`config.mk`:
```
export PLATFORM = sky130hd
export DESIGN_NAME = demux_1x2_stream_nbits
export DESIGN_NICKNAME = d
export VERILOG_FILES = /design/src/rtl/demux_1x2_stream_nbits.sv
export SDC_FILE = /design/constraint.sdc
export NUM_CORES = 1
export LEC_CHECK = 0
export BUFFER_PORTS_ARGS = -buffer_cell sky130_fd_sc_hd__buf_2
export CAP_MARGIN = 20
export CELL_PAD_IN_SITES_DETAIL_PLACEMENT = 0
export CELL_PAD_IN_SITES_GLOBAL_PLACEMENT = 1
export CORE_UTILIZATION = 25
export DETAILED_ROUTE_END_ITERATION = 7
export PLACE_DENSITY = 0.78
export SYNTH_ARGS = -nofsm -noshare
export SYNTH_HDL_FRONTEND = slang
export SYNTH_SLANG_ARGS = --single-unit
```
`constraint.sdc`:
```
create_clock -name clk -period 1.2 [get_ports clk]
set_input_delay 0.12 -clock clk [delete_from_list [all_inputs] [get_ports clk]]
set_output_delay 0.12 -clock clk [all_outputs]
set_load 0.1 [all_outputs]
```
`src/rtl/demux_1x2_stream_nbits.sv`:
```
// 1-to-2 valid/ready stream demux with a one-entry registered output stage.
// Define DEMUX_SEL_LOCK_EN to lock the destination for a whole packet (in_last-delimited).
module demux_1x2_stream_nbits #(
   parameter int unsigned bits = 4
) (
   input  logic            clk,
   input  logic            rst,
   input  logic            sel,
   input  logic [bits-1:0] xin,
   input  logic            in_valid,
   input  logic            in_last,
   output logic            in_ready,
   output logic [bits-1:0] xout_0,
   output logic [bits-1:0] xout_1,
   output logic            out_valid_0,
   output logic            out_valid_1,
   output logic            out_last_0,
   output logic            out_last_1,
   input  logic            out_ready_0,
   input  logic            out_ready_1
);

   logic            full_q, full_d;
   logic [bits-1:0] data_q, data_d;
   logic            last_q, last_d;
   logic            dest_q, dest_d;
   logic            route_c;
   logic            ready_dest_c;
   logic            pop_c;
   logic            push_c;

   assign ready_dest_c = dest_q ? out_ready_1 : out_ready_0;
   assign pop_c        = full_q && ready_dest_c;
   assign in_ready     = !rst && (!full_q || ready_dest_c);
   assign push_c       = in_valid && in_ready;

`ifdef DEMUX_SEL_LOCK_EN
   localparam logic [0:0] ST_IDLE = 1'b0;
   localparam logic [0:0] ST_PKT  = 1'b1;

   logic [0:0] state_q, state_d;
   logic       lock_sel_q, lock_sel_d;

   always_ff @(posedge clk or posedge rst) begin
      if (rst) begin
         state_q    <= ST_IDLE;
         lock_sel_q <= 1'b0;
      end else begin
         state_q    <= state_d;
         lock_sel_q <= lock_sel_d;
      end
   end

   // IDLE follows sel; a multi-beat packet pins the route until its last beat is pushed.
   always_comb begin
      state_d    = state_q;
      lock_sel_d = lock_sel_q;
      route_c    = sel;
      case (state_q)
         ST_IDLE: begin
            route_c = sel;
            if (push_c && !in_last) begin
               lock_sel_d = sel;
               state_d    = ST_PKT;
            end
         end
         ST_PKT: begin
            route_c = lock_sel_q;
            if (push_c && in_last) state_d = ST_IDLE;
         end
         default: state_d = ST_IDLE;
      endcase
   end
`else
   assign route_c = sel;
`endif

   // Push takes priority over pop so a same-cycle pop+push reloads without a bubble.
   always_comb begin
      full_d = full_q;
      data_d = data_q;
      last_d = last_q;
      dest_d = dest_q;
      if (push_c) begin
         full_d = 1'b1;
         data_d = xin;
         last_d = in_last;
         dest_d = route_c;
      end else if (pop_c) begin
         full_d = 1'b0;
      end
   end

   always_ff @(posedge clk or posedge rst) begin
      if (rst) begin
         full_q <= 1'b0;
         data_q <= '0;
         last_q <= 1'b0;
         dest_q <= 1'b0;
      end else begin
         full_q <= full_d;
         data_q <= data_d;
         last_q <= last_d;
         dest_q <= dest_d;
      end
   end

   assign out_valid_0 = full_q && !dest_q;
   assign out_valid_1 = full_q && dest_q;
   assign xout_0      = dest_q ? '0 : data_q;
   assign xout_1      = dest_q ? data_q : '0;
   assign out_last_0  = !dest_q && last_q;
   assign out_last_1  = dest_q && last_q;

endmodule
```
### Word level (Yosys, flattened, before mapping)

Index checks and enable logic that the tools add are counted.

* logic and storage cells: 21
* bits in registers: 7
* output and inout bits: 13

* mux-type cells: 5
* reduce and logical (&&, ||, !) cells: 12

Operators with widths (number)
* two-way mux 4 bit: 2
* logical AND 1 bit: 7
* logical NOT 1 bit: 3
* two-way mux 1 bit: 3
* nonzero test 2 bit: 1
* logical OR 1 bit: 1

### Longest topological paths before layout

* depth in word-level cells: 5
* mapped depth: 3

### Least setup slack after synthesis

No wires, ideal clock.

* path type: register to output
* start: register dest_q
* end: output port in_ready
* path buffers: 0
* slack: -1.026 ns
* arrival: 2.106 ns
* stages on the path, launching flop included: 3
* data required time: 1.080 ns
* cells stage by stage: dfrtp_1 > mux2i_2 > a21oi_1

* word-level cells in the longest chain between the ends: 3

RTL lines
* start: declaration: line 26 `logic dest_q, dest_d;`
* start signal: assignment: line 104 `dest_q <= dest_d;`
* two-way mux 1 bit: line 32 `assign ready_dest_c = dest_q ? out_ready_1 : out_ready_0;`
* logical OR 1 bit: line 34 `assign in_ready = !rst && (!full_q || ready_dest_c);`
* logical AND 1 bit: line 34
* end: declaration: line 12 `output logic in_ready,`

No other way between the ends.

### Worst setup path after layout

Ends and elaborated chain as after synthesis.

==> metrics.csv <==
metric,value,unit
place_area,823,um2
maxCapViolations,0,
worst_ep_arrival_time,1.33,ns
synth_cell_types,15,
gp_congestion,0.693,
synthMuxAreaShare,17.6,%
postSynthCellCount,37,
finalSetupViolCount,18,
yosys.area_share.adder,0,%
ios,24,
via_per_inst,4.34,
synth_fp_nets,48,
drtIter0Drc,7,
wire_per_inst,11.7,um
cts_setup_buffers,0,
ys_ff_latch,7,
power.leakage,0.420,nW
clock_latency,0.25,ns
finalPower,1.67,mW
max_stage_delay,0.41,ns
die_h,42.0,um
cellInternalPower,0.874,mW
yosysWarnings,0,
final.setup_skew,0.00205,ns
dieArea,1760,um2
clock_sinks,7,
max_slew_margin,81.1,%
drt-total-wl,995,um
max_freq,692,MHz
synth_xor_area_share,0,%
violations,negative setup slack,
worst-path-max-fanout,2,
grt_pass1_wl,1650,um
place_ws,-0.121,ns
grt_pass1_vias,364,
critPathLaunchType,flip-flop,
hold_class,input pin to flip-flop,
vias,369,
synth.avg_cell_area,10.8,um2
cts_made_buffers,3,
rows,14,
diodes,0,
layout.nets,81,
worst_slew_pin_slew,0.283,ns
slew_viol_final,0,
p_sw_share,47.6,%
crit_type,flip-flop to primary output,
rsz0062_at_grt,yes,
port_buffers,23,
synth_compound_area_share,11.3,%
synth-simple-area-share,24.5,%
period_needed,1.45,ns
p_sw,0.795,mW
initial_core_util,26.5,%
clk_pin_slew,0.05,ns
worstSetupEndpointType,primary output,
synth.top_cell.area_share,43.9,%
vdd_drop_max,978,uV
coreArea,1510,um2
cts_tree,yes,
crit_chain,mux2i_2 -> buf_4 -> a21oi_4 -> buf_12,
grt_max_degree,15,
grt.total_usage,13.3,%
critPathSlowestCell,dfrtp_2,
clockPowerShare,12.6,%
syn-cell-area,399,um2
postRouteAntennaNets,0,
fin_area,880,um2
crit_required,1.08,ns
yosys-top-cells-area,"dfrtp_1 (44%), mux2_1 (14%), and2_1 (9.4%)",
powerDensity,1900,nW/um2
yosysTopAreaCell,dfrtp_1,
status,finished with violations,
dieWidth,42.0,um
setup_slack,-0.245,ns
area_growth,120,%
dr.pass1.iters,2,
power_frac_comb,68.1,%
root_buffer,clkbuf_4,
overflow,0,
finish.utilization,58.4,%
ys_seq_area_share,43.9,%
drc,0,
synth_top_family_by_area,simple AND/OR/NAND/NOR gates,
p_seq_share,19.3,%
antenna_found_initial,0,
cts-htree-levels,1,
drive_gt1_share,76.8,%
final-hold-violation-count,0,
clockBufferDepth,2,
fin_crit_sh,120,%
==> kinds of logic (layout without fill, tap and decap cells) <==
logic type,after synthesis,after routing
AOI/OAI and AO/OA,5,5
buffers and inverters,3,35
DFF,7,7
muxes,6,6
and+or+nand+nor,16,16
==> Yosys cell counts <==
cell / instances
inv_1: 2
nand2_1: 2
a21oi_4: 1
o21bai_1: 1
clkbuf_1: 1
mux2_1: 5
a21oi_1: 1
a22o_1: 1
a21o_1: 1
and2_1: 6
nor2b_1: 5
nand2b_1: 1
mux2i_2: 1
and2b_1: 2
dfrtp_1: 7
==> final cells by class <==
class,count,area [um2]
multi-input combinational,27,290
timing repair buffer,29,358
fill,118,627
tap,16,20.0
sequential,7,178
clock buffer,4,26.3
inverter,2,7.51
==> power by group through the flow <==
stage,registers [mW],logic [mW],clock network [mW]
after CTS,0.321,1.14,0.220
after global placement,0.320,1.09,0
after detailed placement,0.323,1.11,0
after floorplan,0.322,0.720,0
final,0.321,1.14,0.211
after global routing,0.325,1.17,0.239
==> per-layer routing <==
metal / part of all wire, % / vias to the layer above / global-route usage [%]
met5: 0 / - / 0
met4: 3.4 / 0 / 7.74
met1: 36 / 162 / 13.3
li1: - / 183 / -
met2: 53 / 18 / 22.5
met3: 6.8 / 6 / 6.09
==> cells in the final DEF (no fill, tap or decap), types with 2 or more instances in the layout <==
cell type / n
nand2_1: 2
and2b_2: 2
inv_1: 2
buf_12: 13
clkbuf_4: 3
and2_4: 6
dfrtp_1: 5
a21oi_4: 2
buf_2: 10
mux2_4: 5
buf_4: 5
nor2b_4: 4
dfrtp_2: 2
==> metrics by stage <==
stage	hold slack [ns]	setup TNS, ns	instances
6_report	0.104	-2.45	85
3_3_place_gp	0.0887	-0.251	80
3_5_place_dp	0.0935	-0.546	80
2_1_floorplan	-0.0767	-1.00	37
5_1_grt	0.0975	-3.17	85
4_1_cts	0.0983	-2.64	85
==> state kept, by name, indices dropped and copies added (netlist names) <==
signal  count
dest_q      1
full_q      1
last_q      1
data_q      4
==> repair_timing <==
action	in CTS	in global routing
endpoints found under the hold margin	7	0
endpoints found under the setup margin	18	18
cloned	0	0
pin swaps	2	0
resized for setup	5	1
hold buffers	1	0
==> worst paths after layout <==
path,slack (ns),end,start,cells past startpoint
setup / recovery,-0.25,in_ready,dest_q$_DFFE_PP0P_,4
hold reg to reg,0.54,data_q[3]$_DFFE_PP0P_,data_q[3]$_DFFE_PP0P_,1
max in group asynchronous,0.60,full_q$_DFFE_PP0P_,rst,3
min in group asynchronous,0.38,last_q$_DFFE_PP0P_,rst,3
setup reg to reg,-0.11,data_q[2]$_DFFE_PP0P_,dest_q$_DFFE_PP0P_,3
hold / removal,0.10,data_q[3]$_DFFE_PP0P_,xin[3],2
==> critical path, delay by kind of cell, from the launching register on <==
kind	cells	cell delay, ns
muxes	1	0.18
DFF	1	0.41
AOI/OAI and AO/OA	1	0.14
buffers and inverters	2	0.35
Note: power is estimated with default switching activity, not from simulation.
